File: config.mk
export PLATFORM = sky130hd
export DESIGN_NAME = scaler_line_buffer_write_flat
export DESIGN_NICKNAME = d
export VERILOG_FILES = /design/src/rtl/scaler_line_buffer_write_if.sv /design/src/rtl/scaler_line_buffer_write.sv /design/src/flat_wrapper.sv
export SDC_FILE = /design/constraint.sdc
export NUM_CORES = 1
export LEC_CHECK = 0
export CORE_MARGIN = 3
export CORE_UTILIZATION = 57
export CTS_CLUSTER_SIZE = 28
export DETAILED_ROUTE_END_ITERATION = 8
export HOLD_SLACK_MARGIN = 0.15
export PLACE_DENSITY = 0.85
export SYNTH_ARGS = -nofsm -noshare
export SYNTH_HDL_FRONTEND = slang
export SYNTH_SLANG_ARGS = --single-unit
File: constraint.sdc
create_clock -name core_clk -period 7 [get_ports core_clk]
set_input_delay 1.4 -clock core_clk [delete_from_list [all_inputs] [get_ports core_clk]]
set_output_delay 1.4 -clock core_clk [all_outputs]
set_load 0.05 [all_outputs]
File: src/rtl/scaler_line_buffer_write_if.sv
// Bundles the pixel input stream, the line RAM write port and the reader handshake
// of the scaler line buffer write controller.
interface scaler_line_buffer_write_if #(
  parameter int KERNEL_MAX          = 4,
  parameter int RAM_NUM             = KERNEL_MAX + 1,
  parameter int RAM_NUM_BITWIDTH    = $clog2(RAM_NUM),
  parameter int RAM_DATA_BITWIDTH   = 8,
  parameter int RAM_ADDR_BITWIDTH   = 11,
  parameter int LINE_WIDTH_BITWIDTH = 12
);
  logic [LINE_WIDTH_BITWIDTH-1:0] cfg_line_width;
  logic                           pix_in_valid;
  logic                           pix_in_sof;
  logic [RAM_DATA_BITWIDTH-1:0]   pix_in_data;
  logic                           pix_in_ready;
  logic [RAM_NUM-1:0]             ram_write_en;
  logic [RAM_ADDR_BITWIDTH-1:0]   ram_write_addr;
  logic [RAM_DATA_BITWIDTH-1:0]   ram_write_data;
  logic                           line_release;
  logic [RAM_NUM_BITWIDTH-1:0]    lines_avail;
  logic                           wr_line_done;
  logic [RAM_NUM_BITWIDTH-1:0]    wr_ram_idx;
  logic [1:0]                     err_sticky;

  modport master (
    output cfg_line_width, pix_in_valid, pix_in_sof, pix_in_data, line_release,
    input  pix_in_ready, ram_write_en, ram_write_addr, ram_write_data,
           lines_avail, wr_line_done, wr_ram_idx, err_sticky
  );

  modport slave (
    input  cfg_line_width, pix_in_valid, pix_in_sof, pix_in_data, line_release,
    output pix_in_ready, ram_write_en, ram_write_addr, ram_write_data,
           lines_avail, wr_line_done, wr_ram_idx, err_sticky
  );
endinterface

File: src/rtl/scaler_line_buffer_write.sv
// Write side of the scaler's rotating line buffer: fills RAM_NUM line RAMs round-robin
// and tracks how many completed lines the reader still holds.
module scaler_line_buffer_write #(
  parameter int KERNEL_MAX          = 4,
  parameter int RAM_NUM             = KERNEL_MAX + 1,
  parameter int RAM_NUM_BITWIDTH    = $clog2(RAM_NUM),
  parameter int RAM_DATA_BITWIDTH   = 8,
  parameter int RAM_ADDR_BITWIDTH   = 11,
  parameter int LINE_WIDTH_BITWIDTH = 12
) (
  input logic                      core_clk,
  input logic                      core_rst_n,
  scaler_line_buffer_write_if.slave bus
);

  localparam logic [RAM_NUM_BITWIDTH-1:0]    LinesFull = RAM_NUM_BITWIDTH'(RAM_NUM);
  localparam logic [RAM_NUM_BITWIDTH-1:0]    LastIdx   = RAM_NUM_BITWIDTH'(RAM_NUM - 1);
  localparam logic [RAM_NUM_BITWIDTH-1:0]    OneIdx    = RAM_NUM_BITWIDTH'(1);
  localparam logic [LINE_WIDTH_BITWIDTH-1:0] OneCol    = LINE_WIDTH_BITWIDTH'(1);
  localparam logic [RAM_NUM-1:0]             OneHot0   = RAM_NUM'(1);

  typedef enum logic {IDLE, FILL} state_e;

  state_e                         state_q, state_d;
  logic [LINE_WIDTH_BITWIDTH-1:0] width_q, width_d;
  logic [LINE_WIDTH_BITWIDTH-1:0] x_q, x_d;
  logic [RAM_NUM_BITWIDTH-1:0]    idx_q, idx_d;
  logic [RAM_NUM_BITWIDTH-1:0]    lines_q, lines_d;
  logic [RAM_NUM-1:0]             wen_q, wen_d;
  logic [RAM_ADDR_BITWIDTH-1:0]   waddr_q, waddr_d;
  logic [RAM_DATA_BITWIDTH-1:0]   wdata_q, wdata_d;
  logic                           done_q, done_d;
  logic [1:0]                     err_q, err_d;

  logic                           ready;
  logic                           accept;
  logic                           sofAcc;
  logic                           doWrite;
  logic                           lineEnd;
  logic [LINE_WIDTH_BITWIDTH-1:0] effWidth;
  logic [LINE_WIDTH_BITWIDTH-1:0] effX;
  logic [RAM_NUM_BITWIDTH-1:0]    effIdx;

  always_ff @(posedge core_clk or negedge core_rst_n) begin
    if (!core_rst_n) begin
      state_q <= IDLE;
      width_q <= '0;
      x_q     <= '0;
      idx_q   <= '0;
      lines_q <= '0;
      wen_q   <= '0;
      waddr_q <= '0;
      wdata_q <= '0;
      done_q  <= 1'b0;
      err_q   <= '0;
    end else begin
      state_q <= state_d;
      width_q <= width_d;
      x_q     <= x_d;
      idx_q   <= idx_d;
      lines_q <= lines_d;
      wen_q   <= wen_d;
      waddr_q <= waddr_d;
      wdata_q <= wdata_d;
      done_q  <= done_d;
      err_q   <= err_d;
    end
  end

  // An accepted SOF is treated as pixel 0 of a fresh frame, so a width-1 frame completes a line at once.
  always_comb begin
    state_d  = state_q;
    width_d  = width_q;
    x_d      = x_q;
    idx_d    = idx_q;
    lines_d  = lines_q;
    wen_d    = '0;
    waddr_d  = waddr_q;
    wdata_d  = wdata_q;
    done_d   = 1'b0;
    err_d    = err_q;

    accept   = bus.pix_in_valid & ready;
    sofAcc   = accept & bus.pix_in_sof;
    effWidth = bus.pix_in_sof ? bus.cfg_line_width : width_q;
    effX     = bus.pix_in_sof ? '0 : x_q;
    effIdx   = bus.pix_in_sof ? '0 : idx_q;
    doWrite  = accept & (bus.pix_in_sof ? (bus.cfg_line_width != '0) : (state_q == FILL));
    lineEnd  = doWrite & (effX == effWidth - OneCol);

    if (sofAcc) begin
      if ((state_q == FILL) && (x_q != '0)) begin
        err_d[0] = 1'b1;
      end
      width_d = bus.cfg_line_width;
      x_d     = '0;
      idx_d   = '0;
      lines_d = '0;
      state_d = (bus.cfg_line_width != '0) ? FILL : IDLE;
    end

    if (doWrite) begin
      wen_d   = OneHot0 << effIdx;
      waddr_d = effX[RAM_ADDR_BITWIDTH-1:0];
      wdata_d = bus.pix_in_data;
      if (lineEnd) begin
        x_d    = '0;
        idx_d  = (effIdx == LastIdx) ? '0 : effIdx + OneIdx;
        done_d = 1'b1;
      end else begin
        x_d = effX + OneCol;
      end
    end

    // A release landing on a line end cancels out; one landing on an SOF is lost in the clear.
    if (sofAcc) begin
      if (lineEnd) begin
        lines_d = OneIdx;
      end
    end else if (lineEnd && !bus.line_release) begin
      lines_d = lines_q + OneIdx;
    end else if (!lineEnd && bus.line_release) begin
      if (lines_q == '0) begin
        err_d[1] = 1'b1;
      end else begin
        lines_d = lines_q - OneIdx;
      end
    end
  end

  always_comb begin
    ready              = core_rst_n && ((state_q == IDLE) || (lines_q != LinesFull));
    bus.pix_in_ready   = ready;
    bus.ram_write_en   = wen_q;
    bus.ram_write_addr = waddr_q;
    bus.ram_write_data = wdata_q;
    bus.lines_avail    = lines_q;
    bus.wr_line_done   = done_q;
    bus.wr_ram_idx     = idx_q;
    bus.err_sticky     = err_q;
  end

endmodule
File: src/flat_wrapper.sv
// flat-port wrapper written by rule: the top's interface ports become plain ports
module scaler_line_buffer_write_flat 
#(
  parameter int KERNEL_MAX          = 4,
  parameter int RAM_NUM             = KERNEL_MAX + 1,
  parameter int RAM_NUM_BITWIDTH    = $clog2(RAM_NUM),
  parameter int RAM_DATA_BITWIDTH   = 8,
  parameter int RAM_ADDR_BITWIDTH   = 11,
  parameter int LINE_WIDTH_BITWIDTH = 12
)
  (core_clk, core_rst_n, bus_cfg_line_width, bus_pix_in_valid, bus_pix_in_sof, bus_pix_in_data, bus_line_release, bus_pix_in_ready, bus_ram_write_en, bus_ram_write_addr, bus_ram_write_data, bus_lines_avail, bus_wr_line_done, bus_wr_ram_idx, bus_err_sticky);
  scaler_line_buffer_write_if #(.KERNEL_MAX(KERNEL_MAX), .RAM_NUM(RAM_NUM), .RAM_NUM_BITWIDTH(RAM_NUM_BITWIDTH), .RAM_DATA_BITWIDTH(RAM_DATA_BITWIDTH), .RAM_ADDR_BITWIDTH(RAM_ADDR_BITWIDTH), .LINE_WIDTH_BITWIDTH(LINE_WIDTH_BITWIDTH)) bus_i ();
  input logic core_clk;
  input logic core_rst_n;
  input wire logic [$bits(bus_i.cfg_line_width)-1:0] bus_cfg_line_width;
  input wire logic [$bits(bus_i.pix_in_valid)-1:0] bus_pix_in_valid;
  input wire logic [$bits(bus_i.pix_in_sof)-1:0] bus_pix_in_sof;
  input wire logic [$bits(bus_i.pix_in_data)-1:0] bus_pix_in_data;
  input wire logic [$bits(bus_i.line_release)-1:0] bus_line_release;
  output wire logic [$bits(bus_i.pix_in_ready)-1:0] bus_pix_in_ready;
  output wire logic [$bits(bus_i.ram_write_en)-1:0] bus_ram_write_en;
  output wire logic [$bits(bus_i.ram_write_addr)-1:0] bus_ram_write_addr;
  output wire logic [$bits(bus_i.ram_write_data)-1:0] bus_ram_write_data;
  output wire logic [$bits(bus_i.lines_avail)-1:0] bus_lines_avail;
  output wire logic [$bits(bus_i.wr_line_done)-1:0] bus_wr_line_done;
  output wire logic [$bits(bus_i.wr_ram_idx)-1:0] bus_wr_ram_idx;
  output wire logic [$bits(bus_i.err_sticky)-1:0] bus_err_sticky;
  assign bus_i.cfg_line_width = bus_cfg_line_width;
  assign bus_i.pix_in_valid = bus_pix_in_valid;
  assign bus_i.pix_in_sof = bus_pix_in_sof;
  assign bus_i.pix_in_data = bus_pix_in_data;
  assign bus_i.line_release = bus_line_release;
  assign bus_pix_in_ready = bus_i.pix_in_ready;
  assign bus_ram_write_en = bus_i.ram_write_en;
  assign bus_ram_write_addr = bus_i.ram_write_addr;
  assign bus_ram_write_data = bus_i.ram_write_data;
  assign bus_lines_avail = bus_i.lines_avail;
  assign bus_wr_line_done = bus_i.wr_line_done;
  assign bus_wr_ram_idx = bus_i.wr_ram_idx;
  assign bus_err_sticky = bus_i.err_sticky;
  scaler_line_buffer_write #(.KERNEL_MAX(KERNEL_MAX), .RAM_NUM(RAM_NUM), .RAM_NUM_BITWIDTH(RAM_NUM_BITWIDTH), .RAM_DATA_BITWIDTH(RAM_DATA_BITWIDTH), .RAM_ADDR_BITWIDTH(RAM_ADDR_BITWIDTH), .LINE_WIDTH_BITWIDTH(LINE_WIDTH_BITWIDTH)) u_core (.core_clk(core_clk), .core_rst_n(core_rst_n), .bus(bus_i));
endmodule
* Yosys cells after proc, flatten, opt, wreduce, memory -nomap -nowiden
Index checks and enable logic that the tools add are counted.
** Cells by class
- Add/subtract/negate cells :: 5
- Equal/unequal tests :: 3
- Shift-type cells :: 1
- Multiplexer cells :: 21
- Bitwise gates (word level) :: 7
- Reduce and logical (&&, ||, !) cells :: 13
** Operators by type and width (count)
- 12-bit 2-to-1 mux :: 5
- 3-bit 2-to-1 mux :: 11
- 12-bit nonzero test :: 2
- 12-bit by 1-bit adder with 12-bit output (second input constant) :: 1
- 12-bit == test :: 1
- 12-bit by 1-bit subtractor with 12-bit output (second input constant) :: 1
- 3-bit by 1-bit adder with 3-bit output (second input constant) :: 2
- 5-bit 2-to-1 mux :: 1
- 1-bit by 3-bit left shift with 5-bit output (first input constant) :: 1
- 1-bit AND :: 4
- 1-bit logical AND :: 4
- 1-bit 2-to-1 mux :: 4
- 4-bit AND reduction :: 1
- 3-bit == test (second input constant) :: 1
- 3-bit zero test :: 1
- 3-bit != test (second input constant) :: 1
- 1-bit NOT :: 3
- 3-bit by 1-bit subtractor with 3-bit output (second input constant) :: 1
- 1-bit zero test :: 2
- 2-bit AND reduction :: 1
- 2-bit nonzero test :: 1
- 1-bit logical OR :: 1
** Storage, ports and cells
- Register bits :: 58
- Bits of input ports :: 25
- Word-level logic and storage cells :: 61

* Longest topological paths before layout
- Depth in word-level cells :: 11
- Gate-level depth with buffers :: 17
- Depth with buffers taken out :: 10

* Worst setup path after synthesis
OpenSTA, ideal clock, no wires.
- Path type :: in2reg
- Start point :: input bus_pix_in_sof
- End point :: register u_core.x_q[6]
- Setup time :: 77 ps
- Arrival :: 5343 ps
- Slack :: 1579 ps
- Cell stages on the path :: 17
- Path buffers :: 7
- Path through :: buf_2 buf_2 buf_2 buf_2 clkbuf_1 clkbuf_1 mux2i_1 ha_1 or4bb_1 a222oi_1 xor2_1 a211oi_1 and2_0 buf_2 a21o_1 or3_1 a21oi_1
** On the way
- Word-level cells in the longest chain between the ends :: 6
** RTL lines
- start, declared :: line flat_wrapper.sv:17 : input wire logic [$bits(bus_i.pix_in_sof)-1:0] bus_pix_in_sof;
- 12-bit 2-to-1 mux :: line scaler_line_buffer_write.sv:85 : effWidth = bus.pix_in_sof ? bus.cfg_line_width : width_q;
- 12-bit by 1-bit subtractor with 12-bit output :: line scaler_line_buffer_write.sv:89 : lineEnd = doWrite & (effX == effWidth - OneCol);
- 12-bit == test :: line scaler_line_buffer_write.sv:89
- 1-bit AND :: line scaler_line_buffer_write.sv:89
- 12-bit 2-to-1 mux :: line scaler_line_buffer_write.sv:106 : if (lineEnd) begin
- 12-bit 2-to-1 mux :: line scaler_line_buffer_write.sv:102 : if (doWrite) begin
- end signal, assigned :: line scaler_line_buffer_write.sv:48 : x_q <= '0;
- end signal, assigned :: line scaler_line_buffer_write.sv:59 : x_q <= x_d;
- end, declared :: line scaler_line_buffer_write.sv:26 : logic [LINE_WIDTH_BITWIDTH-1:0] x_q, x_d;
Several ways; a longest one is shown, not always the timed one.
A chain may end at the register's enable or synchronous reset.

* Worst setup path in the final report
- Start point :: input bus_cfg_line_width[0]
- End point :: register u_core.lines_q[1], in the netlist u_core.bus.lines_avail[1]
** On the way
- Word-level cells in the longest chain between the ends :: 9
** RTL lines
- start, declared :: line flat_wrapper.sv:15 : input wire logic [$bits(bus_i.cfg_line_width)-1:0] bus_cfg_line_width;
- 12-bit 2-to-1 mux / 12-bit nonzero test (equally long branches) :: line scaler_line_buffer_write.sv:85, scaler_line_buffer_write.sv:88
- 12-bit by 1-bit subtractor with 12-bit output / 1-bit 2-to-1 mux (equally long branches) :: line scaler_line_buffer_write.sv:89, scaler_line_buffer_write.sv:88
- 12-bit == test / 1-bit AND (equally long branches) :: line scaler_line_buffer_write.sv:89, scaler_line_buffer_write.sv:88
- 1-bit AND (*) :: line scaler_line_buffer_write.sv:89
- 1-bit zero test :: line scaler_line_buffer_write.sv:122 : end else if (!lineEnd && bus.line_release) begin
- 1-bit logical AND :: line scaler_line_buffer_write.sv:122
- 3-bit 2-to-1 mux :: line scaler_line_buffer_write.sv:122
- 3-bit 2-to-1 mux :: line scaler_line_buffer_write.sv:120 : end else if (lineEnd && !bus.line_release) begin
- 3-bit 2-to-1 mux (*) :: line scaler_line_buffer_write.sv:116 : if (sofAcc) begin
- via u_core.lines_d[1] :: line scaler_line_buffer_write.sv:28 : logic [RAM_NUM_BITWIDTH-1:0] lines_q, lines_d;
- end signal, assigned :: line scaler_line_buffer_write.sv:61 : lines_q <= lines_d;
- end, declared :: line scaler_line_buffer_write.sv:28
The timed path passes the listed nets; every way through them passes the cells marked *.

==> results_dict.tcl <==
set metrics [dict create \
    grt_pass1_wl_um 13930 \
    gp_congestion 0.8800 \
    yosysMostFrequentCell "nand2_1" \
    clock_path_buffers 2 \
    fin_skew_ns 0.005883 \
    n_antenna_cell 0 \
    clkSinkCount 58 \
    comb_power_share_pct 34.0 \
    start_kind "primary input" \
    viasPerCell 5.975 \
    chipWidth_um 83.36 \
    layout-drive-gt1-share_pct 6.517 \
    cts_root_buffer "clkbuf_8" \
    crit_path_end_kind "flip-flop" \
    nets 476 \
    setup_tns_ns 0 \
    max_freq_ghz 0.2181 \
    synth_area_leaders "dfrtp_1 43%, nand2_1 10%, ha_1 4.0%, o21ai_0 3.4%, nand2b_1 2.9%" \
    multi_input_area_um2 1848 \
    post-cts-setup-buffers 0 \
    slew_headroom_pct 34.77 \
    crit_chain "clkdlybuf4s50_1 > mux2i_1 > ha_1 > or4bb_1 > a222oi_1 > xor2_1 > a211oi_1 > and2_0 > nand3_1 > a21o_1 > a31oi_1" \
    antenna_found_initial 0 \
    path_clk_slew_ns 0.07 \
    insertion_delay_ns 0.34 \
    path_class "in2reg" \
    syn_area_per_cell_um2 8.836 \
    power.internal_w 0.0007513 \
    total_leakage_power_nw 1.909 \
    syn_inst 386 \
    clock_power_share_pct 28.8 \
    ys_seq_area_share_pct 42.55 \
    fin_hold_ws_ns 0.4711 \
    antenna_left 0 \
    seq_area_um2 1451 \
    async_flop_share_pct 100.0 \
    synth_edf_count 0 \
    rsz0062_at_grt "false" \
    drcViolationCount 0 \
    avgRoutedWirePerCell_um 16.21 \
    cp_slowest_cell "or4bb_1" \
    slew_viol_final 0 \
    p_per_area_nw_per_um2 282.1 \
    cts_resized 0 \
    synth_cell_type_count 50 \
    fin_crit_sh_pct 65.50 \
    die-height_um 83.36 \
    yosys.area.top_type "dfrtp_1" \
    final_util_pct 75.21 \
    yosysWarnings 0 \
    place_hpwl_um 5954 \
    synth_top_area_share_pct 42.55 \
    cts_tree "yes" \
    p_sw_w 0.0004458 \
    die-area_um2 6948 \
    min_path_type "reg2reg" \
    synth_area_um2 3411 \
    synth_commonest_cells "95 x nand2_1, 58 x dfrtp_1, 23 x o21ai_0" \
    ir_drop_mv 0.2077 \
    fillers 412 \
    finalSetupViolCount 0 \
    min_period_ns 4.585 \
    grt_max_degree 59 \
    crit_fanout 8 \
    arrival_ns 4.83 \
    start_util_pct 60.46 \
    outcome "complete, no violations" \
    hold_violations 0 \
    cpPeakStageDelay_ns 0.54 \
    area_delta_synth_final_pct 24.39 \
    final_cells 517 \
    worst_pin_slew_ns 0.9785 \
    seqPwrFrac_pct 37.2 \
    ioPinCount 59 \
    sw_frac_of_total_pct 37.24 \
    cap_violations 0 \
    worstPathRequired_ns 7.25 \
    synth_ff_type "dfrtp_1" \
    place_inst 501 \
    core_area_um2 5642 \
    ys_ff_latch 58 \
    grt_pass1_vias 2962 \
    rows 27 \
    drtPass1Iterations 5 \
    drt_iter0_drc 215 \
    grt_use_total_pct 24.63 \
    cts_max_level 3 \
    synth_nets 422 \
    ctsHoldBuffers 0 \
    via_count 3089 \
    grt_overflow 0 \
    cts_inserted_buffers 9 \
    port-buffer-count 58 \
    drt-total-wl_um 8380 \
]
==> placed cells by master (no fill, tap or decap), types with 2 or more instances in the layout <==
cell type	Yosys	routed
nor4b_4	2	2
a21oi_1	11	11
or3_1	2	2
a31oi_1	2	2
a211oi_1	2	2
ha_1	11	11
nand3b_1	2	2
nor2_1	13	13
nor4_1	7	7
mux2i_1	9	9
bufinv_16	0	2
xnor2_1	10	10
nand2b_1	16	16
nand3_1	15	15
o21ai_0	23	23
nand2_1	95	95
xor2_1	10	10
buf_2	5	2
clkinv_2	0	2
or4b_1	3	3
nor2b_1	5	5
o31ai_1	5	5
a32oi_1	6	6
and3_1	9	9
nand4_1	3	3
inv_1	9	9
o2bb2ai_1	2	2
nor3_1	10	10
dfrtp_1	58	58
clkdlybuf4s50_1	0	56
a21o_1	6	6
clkbuf_8	0	10
buf_4	0	4
==> per-stage QoR <==
| stage | area [µm²] | total power [W] | worst slack, ns |
|---|---|---|---|
| 4_1_cts | 4243 | 0.001198 | 2.469 |
| 6_report | 4243 | 0.001197 | 2.415 |
| 5_1_grt | 4243 | 0.001254 | 2.222 |
| 3_5_place_dp | 4024 | 0.0008543 | 2.078 |
| 2_1_floorplan | 3411 | 0.0007171 | 1.579 |
| 3_3_place_gp | 4024 | 0.0008381 | 2.315 |
==> routing by layer <==
| metal | track usage (%) | wire, µm |
|---|---|---|
| met1 | 31.20 | 3571 |
| met2 | 41.11 | 4133 |
| met3 | 5.853 | 539 |
| met4 | 8.767 | 135 |
| met5 | 0 | 0 |
==> power by group through the flow <==
stage / logic, W / registers (W) / clock network [W]
final: 0.000407 / 0.000445 / 0.000345
after floorplan: 0.000184 / 0.000533 / 0
after CTS: 0.000407 / 0.000443 / 0.000347
after global placement: 0.000391 / 0.000447 / 0
after global routing: 0.000437 / 0.000452 / 0.000365
after detailed placement: 0.000405 / 0.000450 / 0
==> cell type report <==
type | instances | area share (%)
multi-input cells | 300 | 43.56
flip-flops and latches | 58 | 34.21
repair buffers | 62 | 14.16
clock buffers | 11 | 3.332
well taps | 72 | 2.123
clock inverters | 5 | 1.828
inverters | 9 | 0.7962
==> worst max-delay path: cells and delay by family <==
family	cells	cell delay, ns
AND/OR/NAND/NOR	3	1.24
AO/OA/AOI/OAI	4	1.14
multiplexers	1	0.17
adder cells (fa/ha/maj)	1	0.21
XOR/XNOR	1	0.19
buffers and inverters	1	0.47
==> final timing paths <==
check,start,to,slack [ns],cells after the start
min in group asynchronous,core_rst_n,u_core.bus.ram_write_en[1],1.22,2
setup reg to reg,u_core.width_q[0],u_core.bus.lines_avail[1],3.51,10
hold / removal,u_core.bus.err_sticky[1],u_core.bus.err_sticky[1],0.47,1
hold reg to reg,u_core.bus.err_sticky[1],u_core.bus.err_sticky[1],0.47,1
setup / recovery,bus_cfg_line_width[0],u_core.bus.lines_avail[1],2.42,11
max in group asynchronous,core_rst_n,u_core.width_q[11],5.31,2
==> cells by family after synthesis <==
group,share of synthesized area (%)
DFF,42.55
and+or+nand+nor,28.25
AOI/OAI and AO/OA,14.12
muxes,2.641
xor gates and xnor gates,5.135
buffers and inverters,3.265
adders and majority gates,4.035
==> registers in the layout (all words and copies together) (netlist names) <==
signal                     cells
u_core.state_q                 1
u_core.bus.ram_write_en        5
u_core.bus.ram_write_addr     11
u_core.bus.err_sticky          2
u_core.bus.lines_avail         3
u_core.bus.ram_write_data      8
u_core.bus.wr_line_done        1
u_core.bus.wr_ram_idx          3
u_core.width_q                12
u_core.x_q                    12
Note: power is estimated with default switching activity, not from simulation.
